**src/rtl/adder_pkg.sv**
```systemverilog
// adder_pkg: shared state encoding and sizing helpers for the serial adder.
package adder_pkg;
   typedef enum logic [1:0] {IDLE = 2'd0, RUN = 2'd1, DONE = 2'd2} state_t;
   localparam int MAX_WIDTH = 32;
   function automatic int cnt_w(input int w);
      return (w > 1) ? $clog2(w) : 1;
   endfunction
endpackage

```
**src/rtl/full_adder.sv**
```systemverilog
// full_adder: single-bit full adder shared as the serial datapath.
module full_adder (
   input  logic a,
   input  logic b,
   input  logic cin,
   output logic sum,
   output logic cout
);
   assign sum  = a ^ b ^ cin;
   assign cout = (a & b) | (cin & (a ^ b));
endmodule

```
**src/rtl/serial_adder_ctrl.sv**
```systemverilog
// serial_adder_ctrl: bit-serial WIDTH-bit adder, LSB first through one full_adder,
// returning sum, carry-out and signed overflow with a one-cycle done pulse.
module serial_adder_ctrl
   import adder_pkg::*;
#(
   parameter int WIDTH = 8
) (
   input  logic             clk,
   input  logic             rst,
   input  logic             start,
   input  logic [WIDTH-1:0] a,
   input  logic [WIDTH-1:0] b,
   input  logic             cin,
   output logic             busy,
   output logic             done,
   output logic [WIDTH-1:0] sum,
   output logic             cout,
   output logic             overflow
);
   localparam int CW = cnt_w(WIDTH);
   state_t           state_q, state_d;
   logic [WIDTH-1:0] a_q, a_d, b_q, b_d, res_q, res_d, sum_q, sum_d;
   logic             c_q, c_d, cout_q, cout_d, ovf_q, ovf_d;
   logic [CW-1:0]    cnt_q, cnt_d;
   logic             fa_s, fa_c, accept, last;
   logic [WIDTH-1:0] res_nx;
   full_adder u_fa (.a(a_q[0]), .b(b_q[0]), .cin(c_q), .sum(fa_s), .cout(fa_c));
   assign accept = start && (state_q != RUN);
   assign last   = (state_q == RUN) && (cnt_q == CW'(WIDTH - 1));
   // new sum bit enters at the MSB so the LSB-first stream lands in place
   assign res_nx = WIDTH'({fa_s, res_q} >> 1);
   always_comb begin
      state_d = state_q;
      a_d     = a_q;
      b_d     = b_q;
      res_d   = res_q;
      c_d     = c_q;
      cnt_d   = cnt_q;
      sum_d   = sum_q;
      cout_d  = cout_q;
      ovf_d   = ovf_q;
      if (accept) begin
         state_d = RUN;
         a_d     = a;
         b_d     = b;
         c_d     = cin;
         cnt_d   = '0;
      end else if (state_q == RUN) begin
         a_d   = a_q >> 1;
         b_d   = b_q >> 1;
         res_d = res_nx;
         c_d   = fa_c;
         cnt_d = cnt_q + CW'(1);
         if (last) begin
            state_d = DONE;
            sum_d   = res_nx;
            cout_d  = fa_c;
            ovf_d   = c_q ^ fa_c;
         end
      end else begin
         state_d = IDLE;
      end
   end
   always_ff @(posedge clk or posedge rst) begin
      if (rst) begin
         state_q <= IDLE;
         a_q     <= '0;
         b_q     <= '0;
         res_q   <= '0;
         c_q     <= 1'b0;
         cnt_q   <= '0;
         sum_q   <= '0;
         cout_q  <= 1'b0;
         ovf_q   <= 1'b0;
      end else begin
         state_q <= state_d;
         a_q     <= a_d;
         b_q     <= b_d;
         res_q   <= res_d;
         c_q     <= c_d;
         cnt_q   <= cnt_d;
         sum_q   <= sum_d;
         cout_q  <= cout_d;
         ovf_q   <= ovf_d;
      end
   end
   assign busy     = (state_q == RUN);
   assign done     = (state_q == DONE);
   assign sum      = sum_q;
   assign cout     = cout_q;
   assign overflow = ovf_q;
endmodule

```
**config.mk**
```make
export PLATFORM = sky130hd
export DESIGN_NAME = serial_adder_ctrl
export DESIGN_NICKNAME = d
export VERILOG_FILES = /design/src/rtl/adder_pkg.sv /design/src/rtl/full_adder.sv /design/src/rtl/serial_adder_ctrl.sv
export SDC_FILE = /design/constraint.sdc
export NUM_CORES = 1
export LEC_CHECK = 0
export BUFFER_PORTS_ARGS = -buffer_cell sky130_fd_sc_hd__buf_2
export CAP_MARGIN = 25
export CORE_ASPECT_RATIO = 0.6
export CORE_UTILIZATION = 35
export DETAILED_ROUTE_END_ITERATION = 8
export GPL_TIMING_DRIVEN = 0
export MAX_ROUTING_LAYER = met4
export PLACE_DENSITY = 0.61
export RECOVER_POWER = 25
export SYNTH_ARGS = -nofsm -noshare
export SYNTH_HDL_FRONTEND = slang
export SYNTH_SLANG_ARGS = --single-unit
```
**constraint.sdc**
```tcl
create_clock -name clk -period 3.4 [get_ports clk]
set_clock_uncertainty 0.1 [all_clocks]
set_input_delay 0.68 -clock clk [delete_from_list [all_inputs] [get_ports clk]]
set_output_delay 0.68 -clock clk [all_outputs]
set_load 0.05 [all_outputs]
```
Word level (Yosys, flattened, before mapping)
Cells that the tools add are included.

Bits in registers: 40. Input bits: 20. Output and inout port bits: 12. Word-level logic and storage cells: 38.

Add/sub/neg operators: 1. Eq/ne operators: 5. Mux-type cells: 11. Bitwise operators: 7. Reduce and logical (&&, ||, !) cells: 5.

Operator list (count): 2-to-1 mux 8 bit (4); 2-to-1 mux 2 bit (3); 2-to-1 mux 3 bit (2); adder 3 x 1 -> 3 bit (second input constant) (1); == test 3 bit (second input constant) (1); inequality test 3 x 1 -> 1 bit (second input constant) (1); AND reduction 3 bit (1); XOR 1 bit (3); bitwise AND 1 bit (2); == test 2 x 1 -> 1 bit (second input constant) (1); == test 2 bit (second input constant) (1); logical AND 1 bit (2); 2-to-1 mux 1 bit (2); inequality test 2 x 1 -> 1 bit (second input constant) (1); AND reduction 2 bit (1); nonzero test 2 bit (1); NOT 1 bit (1); OR 1 bit (1).

Longest topological paths before layout
Depth in word-level cells: 5. Mapped depth: 5. Mapped depth without buffers: 4.

Hierarchy
From an unflattened synthesis, not the netlist that was laid out.

Cells, all modules: 113. Area, all modules: 1836.8 µm².

Modules (own cells, without submodules): serial_adder_ctrl (instances 1, cells an instance 112, area an instance 1816.7 µm², sequential area each 975.9 µm²); full_adder (instances 1, cells an instance 1, area an instance 20.0 µm², sequential area each 0.0 µm²).

Worst setup path after synthesis
Ideal clock, no wire load.

Kind: register -> output. Start point: register state_q[0]. End point: output port done. Data arrival time: 1073 ps. Required time: 2620 ps. Slack: 1547 ps. Cell stages (with the launch flop): 2. Path through: dfrtp_1 > nor2b_1.

Longest elaborated chain between the ends: 1.

RTL lines: start, declared (line serial_adder_ctrl.sv:21) `state_t state_q, state_d;`; start signal, assigned (line serial_adder_ctrl.sv:76) `state_q <= state_d;`; == test 2 bit (line serial_adder_ctrl.sv:88) `assign done = (state_q == DONE);`; end, declared (line serial_adder_ctrl.sv:15) `output logic done,`.

Every way passes these cells.

Worst setup path after layout
Start point: register state_q[1]. End point: output port busy.

Longest elaborated chain between the ends: 1.

RTL lines: == test 2 x 1 -> 1 bit (line serial_adder_ctrl.sv:87) `assign busy = (state_q == RUN);`; end, declared (line serial_adder_ctrl.sv:14) `output logic busy,`.

Every way passes these cells.

==> reports/metrics.csv <==
stage,metric,value,unit
outcome,outcome,"complete, no violations",
cts,clock transition at the registers of the reported paths,0.07,ns
cts,H-tree depth,2,
route,via/cell ratio,4.63,
critical_path,Critical Path RT,2.62,ns
pwr,switching share of power,0.349,
critical_path,CP max-delay cell,dfrtp_1,
critical_path,startpoint type of the worst setup path,flop,
route,detailed-route via count,990,
cells_and_area,"commonest non-fill, non-tap cell in the layout",dfrtp_1,
synthesis,Synth Cell Area,1830,um2
floorplanning,IO Pins,32,
critical_path,CP max stage delay,0.39,ns
timing,worst slew pin tran,1.45,ns
floorplanning,die height,58.0,um
timing,fin crit period,2.18,ns
floorplanning,die area,5530,um2
place,Post-DP Area,2060,um2
grt,initial antenna violation count,0,
synthesis,Synth Area in Adders,0.0246,
synthesis,sequential element share of the synthesized area,0.534,
route,DRT iter0 DRCs,26,
critical_path,Worst Path Max Fanout,9,
cts,CTS resizes,0,
cts,CTS buffer count,5,
cts,CTS tree,yes,
route,Detailed Route WL,3.23,mm
synthesis,mux contribution to synthesized area,0.374,
cts,Post-CTS Setup Inserts,0,
cells_and_area,Area Growth Syn to Fin,19.6,%
floorplanning,core area,4800,um2
timing,RSZ-0062 raised after global routing,false,
cts,Hold Buf Count CTS,0,
critical_path,Worst Path Arrival,1.40,ns
synthesis,unique cell type count in the Yosys netlist,17,
pwr,PwrDens,996,nW/um2
pwr,VDD IR-drop max,372,uV
synthesis,post-synthesis compound-gate area fraction,0.00411,
synthesis,Syn Area/Cell,16.3,um2
timing,fmax,459,MHz
place,routability congestion estimate,0.681,
timing,Final WS setup,1.22,ns
grt,GRT Total Usage,0.143,
grt,vias in the first global route,1072,
pwr,Clk pwr share,0.208,
synthesis,post-synthesis xor/xnor area fraction,0.00479,
synthesis,Simple-Gate Fraction of Synth Area,0.0253,
cts,clk sinks,39,
critical_path,WS Path Type,reg2out,
timing,setup TNS,0,ns
timing,final period utilization,0.640,
pwr,Leakage Power,1.09,nW
route,drt drc,0,
pwr,power share of the combinational group,0.429,
cts,Root Driver,clkbuf_8,
floorplanning,chip width,95.3,um
timing,max-slew violations,0,
timing,Fin. Hold Viols,0,
cts,clk_lat worst skew,0.29,ns
synthesis,Post-Synthesis Cells,112,
critical_path,family with the most delay on the worst path,buffers and inverters,
floorplanning,Initial Utilization,0.381,
cells_and_area,Layout Nets,173,
hold_path,Tightest Hold Check Type,reg2reg,
timing,"Setup violations, final",0,
critical_path,"Cell Chain, Critical Path",nand2b_1 -> inv_2 -> buf_2,
grt,largest net degree at the start of global routing,40,
place,Post-DP HPWL,2.28,mm
synthesis,Post-Synthesis Net Count,135,
route,Pre-Repair DR Iteration Count,4,
synthesis,largest family of logic cells by synthesized area,multiplexers,
critical_path,WP buf/inv,2,
route,routed len/inst,15.1,um
critical_path,crit end category,output port,
grt,total gr overflow,0,
pwr,Sequential Power Share,0.363,
route,Post-DRT Antenna Nets,0,
grt,first-pass GRT wire length,5.51,mm
cells_and_area,share of layout cells above drive strength 1,0.589,
pwr,Pwr Total,2.18,mW
pwr,P_sw,759,uW
job,MaxCap Viol Count,0,
cells_and_area,most frequent cells in the layout,"39 x dfrtp_1, 31 x buf_2, 27 x mux2_4, 20 x mux2_2, 5 x clkbuf_8",
synthesis,Yosys reg bits,39,
cells_and_area,ANT cells,0,
floorplanning,Rows,19,
timing,Slew headroom,0.0333,
cells_and_area,cell area after layout,2190,um2
cts,CTS max path bufs,2,
place,pre-CTS WS,1.55,ns
synthesis,synth warn,0,
place,PortBufs,31,
pwr,Pint,1.42,mW
[state kept, by name, summed over array words and instances, names as in the netlist]
signal and cells:
state_q 2, res_q 7, cnt_q 3, b_q 8, cout 1, overflow 1, sum 8, c_q 1
a_q 8
[through the flow]
stage	hold WS, ns	utilization	instances
finish	0.392	0.455	214
global route	0.425	0.455	214
CTS	0.395	0.457	214
detailed placement	0.380	0.429	206
global placement	0.379	0.429	206
floorplan	0.353	-	112
[worst register-to-register path: cells and delay by family (launching register included)]
family | cells | cell delay [ns]
DFF | 1 | 0.40
adders and majority gates | 2 | 0.39
muxes | 1 | 0.37
buffers and inverters | 1 | 0.27
and+or+nand+nor | 1 | 0.15
[cell families after synthesis]
| logic type | Yosys count |
|---|---|
| AO/OA/AOI/OAI | 1 |
| XOR/XNOR | 1 |
| adder cells (fa/ha/maj) | 3 |
| buffers and inverters | 8 |
| flip-flops | 39 |
| multiplexers | 52 |
| AND/OR/NAND/NOR | 8 |
[cell type report]
class / count / area, um2
buffer: 5 / 42.5
clock buffer: 6 / 72.6
clock inverter: 2 / 60.1
fill: 422 / 2620
inverter: 3 / 11.3
multi-input combinational: 65 / 791
sequential: 39 / 976
tap: 63 / 78.8
timing repair buffer: 31 / 154
[synthesized netlist by cell type]
cell | n | area (um2)
nand3b_1 | 1 | 7.51
inv_2 | 1 | 3.75
nor2b_1 | 3 | 18.8
xor2_1 | 1 | 8.76
nand2b_1 | 2 | 12.5
fa_1 | 1 | 20.0
buf_2 | 1 | 5.00
mux2_2 | 20 | 225
buf_6 | 4 | 45.0
nor2_1 | 2 | 7.51
mux2_4 | 27 | 405
ha_1 | 2 | 25.0
o21a_1 | 1 | 7.51
dfrtp_1 | 39 | 976
mux2i_1 | 3 | 30.0
mux2_1 | 2 | 22.5
inv_1 | 2 | 7.51
[power groups by stage]
stage	clock network [mW]	registers [mW]	logic (mW)
after global routing	0.483	0.818	1.01
after detailed placement	0	0.799	0.944
after floorplan	0	0.967	0.573
final	0.453	0.790	0.934
after CTS	0.466	0.791	0.950
after global placement	0	0.788	0.920
[per-layer routing]
metal | up-vias | routed length (um) | global-route usage
met5 | - | 0 | -
met4 | 0 | 34 | 0.0519
met3 | 5 | 138 | 0.0472
met2 | 16 | 1520 | 0.206
met1 | 504 | 1540 | 0.187
li1 | 465 | - | -
[worst paths after layout]
kind	start	to	slack, ns	cells after the start
setup / recovery	state_q[1]$_DFFE_PP0P_	busy	1.22	3
hold / removal	cnt_q[0]$_DFFE_PP0P_	cnt_q[0]$_DFFE_PP0P_	0.39	1
setup reg to reg	cnt_q[0]$_DFFE_PP0P_	sum[1]$_DFFE_PP0P_	1.61	5
hold reg to reg	cnt_q[0]$_DFFE_PP0P_	cnt_q[0]$_DFFE_PP0P_	0.39	1
max in group asynchronous	rst	c_q$_DFFE_PP0P_	1.64	2
min in group asynchronous	rst	sum[0]$_DFFE_PP0P_	0.71	2
Note: power is estimated with default switching activity, not from simulation.
